File: src/rtl/instr_register_pkg.sv
// -----------------------------------------------------------------------------
// instr_register_pkg
// Types shared by the instruction register and its readback stage, the reader
// FSM state encoding, and the reference arithmetic for the stored-result check.
//   REG_ADDR_W    : address width of the register file (32 entries)
//   operand_t     : signed 32-bit operand
//   result_t      : signed 64-bit result (wide enough for a full 32x32 product)
//   opcode_t      : ZERO, PASSA, PASSB, ADD, SUB, MULT, DIV, MOD
//   instruction_t : {opc, op_a, op_b, res}
//   reader_state_t: IDLE, FETCH, OUT
//   calc_expected : recomputes the result an entry should hold
// -----------------------------------------------------------------------------
package instr_register_pkg;

  localparam int REG_ADDR_W = 5;

  typedef logic signed [31:0]      operand_t;
  typedef logic signed [63:0]      result_t;
  typedef logic [REG_ADDR_W-1:0]   address_t;

  typedef enum logic [3:0] {
    ZERO, PASSA, PASSB, ADD, SUB, MULT, DIV, MOD
  } opcode_t;

  typedef struct packed {
    opcode_t  opc;
    operand_t op_a;
    operand_t op_b;
    result_t  res;
  } instruction_t;

  typedef enum logic [1:0] {
    IDLE, FETCH, OUT
  } reader_state_t;

  // Operands are sign-extended to the result width before any arithmetic;
  // division by zero is defined to yield 0 rather than X.
  function automatic result_t calc_expected(opcode_t opc, operand_t a, operand_t b);
    result_t ea;
    result_t eb;
    result_t r;
    ea = {{32{a[31]}}, a};
    eb = {{32{b[31]}}, b};
    case (opc)
      ZERO:    r = '0;
      PASSA:   r = ea;
      PASSB:   r = eb;
      ADD:     r = ea + eb;
      SUB:     r = ea - eb;
      MULT:    r = ea * eb;
      DIV:     r = (eb == '0) ? '0 : ea / eb;
      MOD:     r = (eb == '0) ? '0 : ea % eb;
      default: r = '0;
    endcase
    return r;
  endfunction

endpackage

File: src/rtl/instr_expected_calc.sv
// -----------------------------------------------------------------------------
// instr_expected_calc
// Purely combinational: opcode + operands -> result the entry should contain.
// Ports:
//   opc      in  opcode_t  : operation
//   op_a     in  operand_t : first operand
//   op_b     in  operand_t : second operand
//   expected out result_t  : recomputed result
// -----------------------------------------------------------------------------
module instr_expected_calc
  import instr_register_pkg::*;
(
  input  opcode_t  opc,
  input  operand_t op_a,
  input  operand_t op_b,
  output result_t  expected
);

  always_comb begin
    expected = calc_expected(opc, op_a, op_b);
  end

endmodule

File: src/rtl/instr_reader.sv
// -----------------------------------------------------------------------------
// instr_reader
// Walks a range of instruction-register entries, captures each word and
// presents it on a valid/ready stream, flagging entries whose stored result
// disagrees with the recomputed one.
// Build option: define INSTR_READER_CHECK_EN to build the result checker;
// without it out_mismatch and error_count are constant 0.
// Ports:
//   clk, reset_n       : clock, asynchronous active-low reset
//   start              : begin a readback (sampled in IDLE only)
//   start_addr, count  : first entry, number of entries (0..32)
//   read_pointer       : registered address to the instruction register
//   instruction_word   : combinational read data for read_pointer
//   out_valid/out_ready: output stream handshake
//   out_word, out_addr : captured entry and the address it came from
//   out_mismatch       : stored result differs from recomputed result
//   busy, done         : not-IDLE indicator, one-cycle completion pulse
//   error_count        : saturating mismatch count since reset
// -----------------------------------------------------------------------------
module instr_reader
  import instr_register_pkg::*;
#(
  parameter int ADDR_W = REG_ADDR_W
)
(
  input  logic               clk,
  input  logic               reset_n,
  input  logic               start,
  input  address_t           start_addr,
  input  logic [ADDR_W:0]    count,
  output address_t           read_pointer,
  input  instruction_t       instruction_word,
  output logic               out_valid,
  input  logic               out_ready,
  output instruction_t       out_word,
  output address_t           out_addr,
  output logic               out_mismatch,
  output logic               busy,
  output logic               done,
  output logic [7:0]         error_count
);

  reader_state_t      state_q, state_d;
  address_t           read_pointer_q, read_pointer_d;
  logic [ADDR_W:0]    remaining_q, remaining_d;
  logic               out_valid_q, out_valid_d;
  instruction_t       out_word_q, out_word_d;
  address_t           out_addr_q, out_addr_d;
  logic               done_q, done_d;
  logic               handshake;

  assign handshake = out_valid_q && out_ready;

  // State and datapath registers
  always_ff @(posedge clk or negedge reset_n) begin
    if (!reset_n) begin
      state_q        <= IDLE;
      read_pointer_q <= '0;
      remaining_q    <= '0;
      out_valid_q    <= 1'b0;
      out_word_q     <= '0;
      out_addr_q     <= '0;
      done_q         <= 1'b0;
    end else begin
      state_q        <= state_d;
      read_pointer_q <= read_pointer_d;
      remaining_q    <= remaining_d;
      out_valid_q    <= out_valid_d;
      out_word_q     <= out_word_d;
      out_addr_q     <= out_addr_d;
      done_q         <= done_d;
    end
  end

  // Next-state logic
  always_comb begin
    state_d = state_q;
    case (state_q)
      IDLE:    if (start && (count != '0)) state_d = FETCH;
      FETCH:   state_d = OUT;
      OUT:     if (handshake) state_d = (remaining_q != '0) ? FETCH : IDLE;
      default: state_d = IDLE;
    endcase
  end

  // Register updates per state; remaining counts words not yet fetched, so a
  // zero at handshake time means the word being accepted is the last one.
  always_comb begin
    read_pointer_d = read_pointer_q;
    remaining_d    = remaining_q;
    out_valid_d    = out_valid_q;
    out_word_d     = out_word_q;
    out_addr_d     = out_addr_q;
    done_d         = 1'b0;
    case (state_q)
      IDLE: begin
        if (start) begin
          if (count != '0) begin
            read_pointer_d = start_addr;
            remaining_d    = count;
          end else begin
            done_d = 1'b1;
          end
        end
      end
      FETCH: begin
        out_word_d  = instruction_word;
        out_addr_d  = read_pointer_q;
        remaining_d = remaining_q - (ADDR_W+1)'(1);
        out_valid_d = 1'b1;
      end
      OUT: begin
        if (handshake) begin
          out_valid_d = 1'b0;
          if (remaining_q != '0) begin
            read_pointer_d = read_pointer_q + address_t'(1);  // wraps 31 -> 0
          end else begin
            done_d = 1'b1;
          end
        end
      end
      default: ;
    endcase
  end

  // Outputs
  always_comb begin
    busy         = (state_q != IDLE);
    done         = done_q;
    out_valid    = out_valid_q;
    out_word     = out_word_q;
    out_addr     = out_addr_q;
    read_pointer = read_pointer_q;
  end

`ifdef INSTR_READER_CHECK_EN
  result_t    expected;
  logic       mismatch_q, mismatch_d;
  logic [7:0] error_count_q, error_count_d;

  instr_expected_calc u_expected_calc (
    .opc      (instruction_word.opc),
    .op_a     (instruction_word.op_a),
    .op_b     (instruction_word.op_b),
    .expected (expected)
  );

  always_ff @(posedge clk or negedge reset_n) begin
    if (!reset_n) begin
      mismatch_q    <= 1'b0;
      error_count_q <= '0;
    end else begin
      mismatch_q    <= mismatch_d;
      error_count_q <= error_count_d;
    end
  end

  // The compare is taken alongside the word capture; the counter moves only
  // when a flagged word is actually accepted downstream.
  always_comb begin
    mismatch_d    = mismatch_q;
    error_count_d = error_count_q;
    if (state_q == FETCH) mismatch_d = (expected != instruction_word.res);
    if (handshake && mismatch_q && (error_count_q != 8'hFF))
      error_count_d = error_count_q + 8'd1;
  end

  assign out_mismatch = mismatch_q;
  assign error_count  = error_count_q;
`else
  assign out_mismatch = 1'b0;
  assign error_count  = 8'd0;
`endif

endmodule

File: config.mk
export PLATFORM = sky130hd
export DESIGN_NAME = instr_reader
export DESIGN_NICKNAME = d
export VERILOG_FILES = /design/src/rtl/instr_register_pkg.sv /design/src/rtl/instr_expected_calc.sv /design/src/rtl/instr_reader.sv
export SDC_FILE = /design/constraint.sdc
export NUM_CORES = 1
export LEC_CHECK = 0
export BUFFER_PORTS_ARGS = -buffer_cell sky130_fd_sc_hd__buf_2
export CAP_MARGIN = 15
export CELL_PAD_IN_SITES_DETAIL_PLACEMENT = 1
export CELL_PAD_IN_SITES_GLOBAL_PLACEMENT = 2
export CORE_MARGIN = 10
export CORE_UTILIZATION = 29
export CTS_CLUSTER_DIAMETER = 150
export DETAILED_ROUTE_END_ITERATION = 12
export PLACE_DENSITY_LB_ADDON = 0.1
export RECOVER_POWER = 25
export SLEW_MARGIN = 20
export SYNTH_ARGS = -nofsm -noshare
export SYNTH_HDL_FRONTEND = slang
export SYNTH_SLANG_ARGS = --single-unit
File: constraint.sdc
create_clock -name clk -period 2.1 [get_ports clk]
set_input_delay 0.21 -clock clk [delete_from_list [all_inputs] [get_ports clk]]
set_output_delay 0.21 -clock clk [all_outputs]
set_load 0.02 [all_outputs]
After elaboration in Yosys (flattened, before gate mapping) --
Index checks and enable logic that the tools add are counted.
Cells by class: mux-type cells 19, equality and inequality tests 7, reductions and logical operators 13, add/sub/neg operators 2
Operators with widths (number):
- 5-bit two-way mux | 4
- 6-bit two-way mux | 2
- 6-bit one-hot mux with 2 select lines | 1
- 6-bit nonzero test | 2
- 2-bit != test (second input constant) | 5
- 5-bit one-hot mux with 2 select lines | 1
- 2-bit nonzero test | 4
- 1-bit two-way mux | 6
- 2-bit one-hot mux with 3 select lines | 1
- 6-bit by 1-bit subtractor with 6-bit output (second input constant) | 1
- 5-bit by 1-bit adder with 5-bit output (second input constant) | 1
- 5-bit AND reduction | 1
- 2-bit two-way mux | 2
- 1-bit one-hot mux with 2 select lines | 2
- 2-bit AND reduction | 2
- 3-bit AND reduction | 1
- 2-bit by 1-bit == test with 1-bit output (second input constant) | 1
- 2-bit == test (second input constant) | 1
- 1-bit logical AND | 2
- 2-bit zero test | 1
Word-level totals: word-level logic and storage cells 51, bits of input ports 147, bits in registers 152

Logic depth before layout (Yosys ltp) --
Gate-level depths: netlist of run 1.
word-level depth 4, gate-level depth with buffers 7, depth with buffers taken out 6

Least setup slack after synthesis of run 1 --
No wires, ideal clock.
path type register -> register, from register remaining_q[0], to register read_pointer_q[1], in the netlist read_pointer[1], required time 1.975 ns, stages on the path, launching flop included 7, data arrival time 1.606 ns, path slack 0.369 ns, clock period less this slack 1.731 ns, cell sequence dfrtp_1 > inv_1 > ha_1 > nor3b_1 > a21oi_2 > nor2_4 > mux2_4
On the way: longest elaborated chain between the ends 3
RTL lines:
- from (decl) | RTL line instr_reader.sv:45 | logic [ADDR_W:0] remaining_q, remaining_d;
- from (signal assigned) | RTL line instr_reader.sv:67 | remaining_q <= remaining_d;
- 6-bit nonzero test | RTL line instr_reader.sv:115 | if (remaining_q != '0) begin
- 2-bit != test (no source line)
- 5-bit AND reduction (no source line)
- to (signal assigned) | RTL line instr_reader.sv:66 | read_pointer_q <= read_pointer_d;
- to (decl) | RTL line instr_reader.sv:44 | address_t read_pointer_q, read_pointer_d;
Every way passes these cells. A chain may end at the register's enable or synchronous reset.

Worst setup path in the final report of run 1 --
Same ends and word-level chain as after synthesis.

==> summary.md, run 1 <==
| Metric | Value |
|---|---|
| Layout area overhead | 41.6% |
| Synth Register Bits | 152 |
| Total CTS buffers | 17 |
| Max cap viols | 0 |
| Final wirelength | 20100 um |
| DRC violations left | 0 |
| Pwr dens | 1820 mW/mm^2 |
| Post-synth design cell area | just over 0.006 mm^2 |
| Die height | 165 um |
| CTS H-tree lvls | 4 |
| Die X | 165 um |
| Cell family with most CP delay | simple AND/OR/NAND/NOR gates |
| RSZ-0062 raised after global routing | false |
| Post-synthesis simple-gate area fraction | 0.0402 |
| Final hold violation count | 0 |
| Antenna Nets Post-Route | 0 |
| Iteration-0 DRC count of the detailed router | 160 |
| WP buf/inv | 1 |
| Layout Nets | 863 |
| Status | finished, final reports clean |
| Vias | 4416 |
| Adder-cell share of the synthesized area | 0.00410 |
| Number of global-route vias before repair | ~4900 |
| Least-Margin Pin Slew | 1170 ps |
| Final setup vio count | 0 |
| Max frequency | between 500 and 600 MHz |
| CTS Buffer Depth | 2 |
| Critical Path RT | 2390 ps |
| Peak VDD IR | 0.000633 V |
| Multiplexer share of the synthesized area | 0.253 |
| CORE AREA | 0.0204 mm^2 |
| Rel. slew slack | 0.222 |
| CP startpoint kind | register |
| Largest family of logic cells by synthesized area | multiplexers |
| Post-CTS Setup Inserts | 0 |
| Skew final | 7.17 ps |
| Reg area | between 0.003 and 0.004 mm^2 |
| CP max-delay cell | dfrtp_1 |
| Post-Syn Instances | roughly 400 |
| Worst Hold Class | input pin to register |
| Synth Area in XOR/XNOR | 0 |
| Via/cell ratio | 4.43 |
| Initial Util | 0.298 |
| CP cell instances | inv_1 > ha_1 > nor3b_1 > a21oi_2 > nor2_4 > mux2_4 |
| WS Path Type | register to register |
| Compound-cell area share of the yosys netlist | 0.0404 |
| Largest fanout on the critical path | 6 |
| Largest net degree at the start of global routing | 65 |
| Leakage | 4.20 nW |
| Setup TNS | 0 ps |
| Ys Warns | 0 |
| Clock period minus worst slack | 1790 ps |
| Fin crit share | 0.853 |
| Post_cts resized | 0 |
| Row cnt | between 50 and 60 |
| Synth cell types | 46 |
| Tot GR Track Use | 0.140 |
| Port bufs | 291 |
| First-pass GRT wire length | ~29000 um |
| Antenna diodes | 0 |
| Global route overflow | 0 |
| Worst EP arrival | 2080 ps |
| Share of layout cells above drive strength 1 | 0.641 |
| Clock slew at reported path FFs | 60 ps |
| Detail Placement HPWL | 15800 um |
| Die area | 0.0272 mm^2 |
| Mean Syn Cell Area | 15.2 um^2 |
| Clk_lat worst skew | 410 ps |
| Initial antenna violation count | 0 |
| Critical path endpoint category | register |
| Multi-input gate area | 0.00210 mm^2 |
| Crit path largest cell delay | 430 ps |
| IO Count | roughly 300 |
| Placed insts | 955 |
| CTS Root Buffer Type | clkbuf_16 |
| Layout Cells excl Fill | 997 |
| RD Place Congestion | 0.813 |
| CTS tree | built |
| First-pass DRT Iterations | 4 |
| Drt wl/cell | 20.1 um |
| Fillcell total | 2226 |
| Slew Viols, Final | 0 |
| Seq/Total Area, Yosys | 0.624 |
| Clock Sinks | ~150 |
[cell type report]
| type | count | share of cell area |
|---|---|---|
| clock inverters | 14 | 0.0284 |
| well taps | 270 | 0.0391 |
| clock buffers | 18 | 0.0497 |
| flip-flops and latches | 152 | 0.441 |
| repair buffers | 311 | 0.195 |
| inverters | 8 | 0.00348 |
| multi-input cells | 224 | 0.244 |
[where the power goes]
group	switching [mW]	total (mW)	internal [mW]
clock	1.25	3.50	2.25
combinational	4.02	6.98	2.96
sequential	0.798	5.24	4.44
total	6.07	15.7	9.65
[flip-flops by register name, indices dropped and copies added (netlist names)]
signal,cells
out_addr,5
out_valid,1
out_word,132
done,1
state_q,2
remaining_q,6
read_pointer,5
[synthesized netlist by cell type, drive strengths merged]
cell type,instances,share of area
nand4b,1,0.0014
a21o,1,0.0012
mux2,136,0.25
ha,2,0.0041
dfrtp,152,0.62
mux2i,1,0.0016
nor3,3,0.0025
o22a,1,0.0014
nor4,2,0.0045
a221o,3,0.0049
a22o,1,0.0014
nand2,14,0.0086
nor2b,2,0.0021
a21boi,2,0.0031
o21bai,1,0.0012
o2bb2ai,2,0.0029
clkbuf,1,0.00062
nand2b,2,0.0021
o211ai,1,0.0012
nor4b,1,0.0014
nand3b,2,0.0025
nor3b,1,0.0012
a21oi,6,0.0074
conb,1,0.00062
nand3,6,0.0049
inv,8,0.0049
nor2,6,0.0049
o21ai,9,0.0080
o311a,1,0.0016
buf,25,0.032
and3,1,0.0012
nand4,1,0.0010
a31oi,2,0.0021
a2bb2oi,2,0.0029
or3b,1,0.0018
o22ai,1,0.0010
[repair_timing]
action                                  CTS  global route
hold buffers                              5             5
endpoints found under the hold margin    45             5
endpoints found under the setup margin    0             0
[through the flow]
stage               total power [mW]  hold slack [ps]  setup WS [ps]  utilization  area (um^2)
floorplan                       9.79            -85.6            369            -         6130
detailed placement              12.4              174            334        0.385         7860
CTS                             16.0             1.60            307        0.420         8590
global route                    16.7           0.0130            157        0.422         8630
global placement                12.2              167            363        0.385         7860
finish                          15.7             17.5            309        0.422         8630
[per-layer routing]
| metal | track usage | share of wire | vias to the layer above |
|---|---|---|---|
| met5 | 0 | 0 | - |
| met4 | 0.0314 | 0.0061 | 0 |
| met3 | 0.0555 | 0.081 | 11 |
| met2 | 0.248 | 0.53 | 168 |
| met1 | 0.155 | 0.39 | 2202 |
| li1 | - | - | 2035 |
[path summary, 6_finish.rpt]
kind / from / end / slack, ps / depth (start not counted)
setup / recovery: remaining_q[0]$_DFFE_PN0P_ / read_pointer[1]$_DFFE_PN0P_ / 310 / 6
min in group asynchronous: reset_n / out_word[51]$_DFFE_PN0N_ / 570 / 2
hold reg to reg: out_word[94]$_DFFE_PN0N_ / out_word[94]$_DFFE_PN0N_ / 490 / 1
max in group asynchronous: reset_n / out_word[19]$_DFFE_PN0N_ / 570 / 3
setup reg to reg: remaining_q[0]$_DFFE_PN0P_ / read_pointer[1]$_DFFE_PN0P_ / 310 / 6
hold / removal: instruction_word[96] / out_word[96]$_DFFE_PN0N_ / 20 / 2
[kinds of logic after synthesis]
kind of cell               count (synthesis)
other                                      1
buffers and inverters                     34
DFF                                      152
and+or+nand+nor                           43
AOI/OAI and AO/OA                         33
adders and majority gates                  2
muxes                                    137
[worst reg2reg max path, stage by stage (launching register included)]
cell and delay (ps):
dfrtp_1 430, inv_1 80, ha_1 180, nor3b_1 310, a21oi_2 180, nor2_4 190, mux2_4 310
[placed cells by master (no fill, tap or decap), types with 5 or more instances in the layout]
cell	count
inv_1	8
buf_2	290
nand3_1	6
nor2_1	5
dlygate4sd3_1	10
mux2_2	124
o21ai_0	8
mux2_1	11
buf_4	6
nand2_1	14
conb_1	9
dfrtp_1	152
bufinv_16	6
clkbuf_16	17
Power figures use the tool's default switching activity.
==> inputs of run 2 (changes only) <==
--- a/config.mk
+++ b/config.mk
@@ -7,10 +7,10 @@
 export LEC_CHECK = 0
 export BUFFER_PORTS_ARGS = -buffer_cell sky130_fd_sc_hd__buf_2
 export CAP_MARGIN = 15
-export CELL_PAD_IN_SITES_DETAIL_PLACEMENT = 1
-export CELL_PAD_IN_SITES_GLOBAL_PLACEMENT = 2
+export CELL_PAD_IN_SITES_DETAIL_PLACEMENT = 0
+export CELL_PAD_IN_SITES_GLOBAL_PLACEMENT = 1
 export CORE_MARGIN = 10
-export CORE_UTILIZATION = 29
+export CORE_UTILIZATION = 35
 export CTS_CLUSTER_DIAMETER = 150
 export DETAILED_ROUTE_END_ITERATION = 12
 export PLACE_DENSITY_LB_ADDON = 0.1
==> run 2 against run 1 <==
Clock power down 6.0%. Cell count decreased by 2.6%. Largest cell class unchanged. Clock skew is 0.87 ps lower. Critical path depth rose by 1. Via count increased by 0.61%. Final area rose by 1.2%.
==> summary.md, run 2 (synthesis gave the netlist of run 1 again) <==
| Metric | Value |
|---|---|
| Commonest non-fill, non-tap cell in the layout | buf_2 |
| Number of global-route vias before repair | between 5000 and 6000 |
| Crit path largest cell delay | 400 ps |
| Max frequency | roughly 560 MHz |
| Gr busiest metal | met2 |
| Fin Hold WS | 22.8 ps |
| Most frequent cells in the layout | 290 x buf_2, 152 x dfrtp_1, 124 x mux2_2 |
| Layout Nets | 879 |
| Worst EP arrival | roughly 2100 ps |
| Worst Hold Class | input pin to register |
| Critical path endpoint category | register |
| CP cell instances | inv_1 > ha_1 > nor3b_1 > buf_4 > a21oi_2 > nor2_4 > mux2_4 |
| CP max-delay cell | dfrtp_1 |
| R2R depth | 7 |
| Status | finished, final reports clean |
| Least-Margin Pin Slew | 1340 ps |
| Final setup vio count | 0 |
| IO Count | 301 |
| CTS Root Buffer Type | clkbuf_16 |
| Largest fanout on the critical path | 6 |
| Rel. slew slack | 0.106 |
| CTS tree | built |
| Max cap viols | 0 |
| Port bufs | 291 |
| Met1 Resource Use GR | 0.176 |
| Share of layout cells above drive strength 1 | 0.629 |
| WS Path Type | register to register |
| CTS H-tree lvls | 4 |
| Die area | 0.0231 mm^2 |
| Vias | 4443 |
| Largest net degree at the start of global routing | 52 |
| Clock slew at reported path FFs | 60 ps |
| Setup TNS | 0 ps |
| Initial Util | 0.355 |
| Clock Sinks | around 150 |
| Clk_lat worst skew | slightly above 400 ps |
| CP startpoint kind | register |
| Global route overflow | 0 |
| Clock period minus worst slack | roughly 1800 ps |
| Die height | 152 um |
| Iteration-0 DRC count of the detailed router | 158 |
| Placed insts | 910 |
| Critical Path RT | 2400 ps |
| Setup slack, reg-to-reg | 310 ps |
| Peak VDD IR | 0.000655 V |
| Total CTS buffers | 17 |
| First-pass GRT wire length | 28800 um |
| Tot GR Track Use | 0.158 |
| Hold Path Depth | 2 |
| GR Util met3 | 0.0550 |
| Final wirelength | around 18000 um |
| Layout area overhead | 43.3% |
| Via/cell ratio | 4.58 |
| Row cnt | 48 |
| DRC violations left | 0 |
| RD Place Congestion | approximately 0.83 |
| Layout Cells excl Fill | 971 |
| Initial antenna violation count | 3 |
| Cts hold-fix bufs | 25 |
| Post_cts resized | 0 |
| CTS Buffer Depth | 2 |
| Pwr dens | 1770 mW/mm^2 |
| Met2 GRT Util | 0.265 |
| Fin crit share | 0.853 |
| Skew final | between 6 and 7 ps |
| Final hold violation count | 0 |
| Slew Viols, Final | 0 |
| Die X | 152 um |
| Antenna Nets Post-Route | 0 |
| RSZ-0062 raised after global routing | false |
| Detail Placement HPWL | roughly 14000 um |
| CORE AREA | 0.0172 mm^2 |
| First-pass DRT Iterations | 4 |
| Post-CTS Setup Inserts | 0 |
| Leakage | 4.26 nW |
| Drt wl/cell | 18.8 um |
| Max FFs per register | 132 |
==> run 2: cell type report <==
class / count / area (um^2)
diodes: 3 / 7.51
clock inverters: 13 / 193
multi-input cells: 224 / 2100
inverters: 8 / 30.0
clock buffers: 19 / 453
repair buffers: 327 / 1860
well taps: 225 / 282
fillers: 1576 / 8440
flip-flops and latches: 152 / 3800
==> run 2: path summary, 6_finish.rpt <==
check                                              end                       start
setup / recovery           read_pointer[1]$_DFFE_PN0P_  remaining_q[0]$_DFFE_PN0P_
hold / removal                out_word[83]$_DFFE_PN0N_        instruction_word[83]
setup reg to reg           read_pointer[1]$_DFFE_PN0P_  remaining_q[0]$_DFFE_PN0P_
hold reg to reg                out_addr[2]$_DFFE_PN0N_     out_addr[2]$_DFFE_PN0N_
max in group asynchronous     out_word[95]$_DFFE_PN0N_                     reset_n
min in group asynchronous      out_word[9]$_DFFE_PN0N_                     reset_n
==> run 2: power by group <==
group	leakage (nW)	internal, mW	total (mW)	switching [mW]
combinational	2.17	3.00	6.97	3.97
clock	0.310	2.07	3.29	1.23
sequential	1.78	4.44	5.20	0.759
total	4.26	9.51	15.5	5.95
==> run 2: through the flow <==
step	utilization	power (mW)	area, um^2	setup WS, ps
after global placement	0.456	12.2	7830	372
after floorplan	-	9.79	6130	369
after CTS	0.508	15.7	8730	307
after global routing	0.509	16.4	8740	93.4
after detailed placement	0.456	12.3	7830	322
final	0.509	15.5	8740	308
==> run 2: metal layers <==
layer / wire length, um / vias to the layer above
met2: 9420 / 189
met5: 0 / -
met4: 489 / 0
met1: 7120 / 2155
li1: - / 2072
met3: 1220 / 27
==> run 2: worst max-delay path, delay by kind of cell, from the launching register on <==
family          cells  cell delay [ps]
flops               1              400
compound gates      1              300
mux                 1              300
simple gates        2              240
fa+ha+maj           1              220
buf+inv             2              210
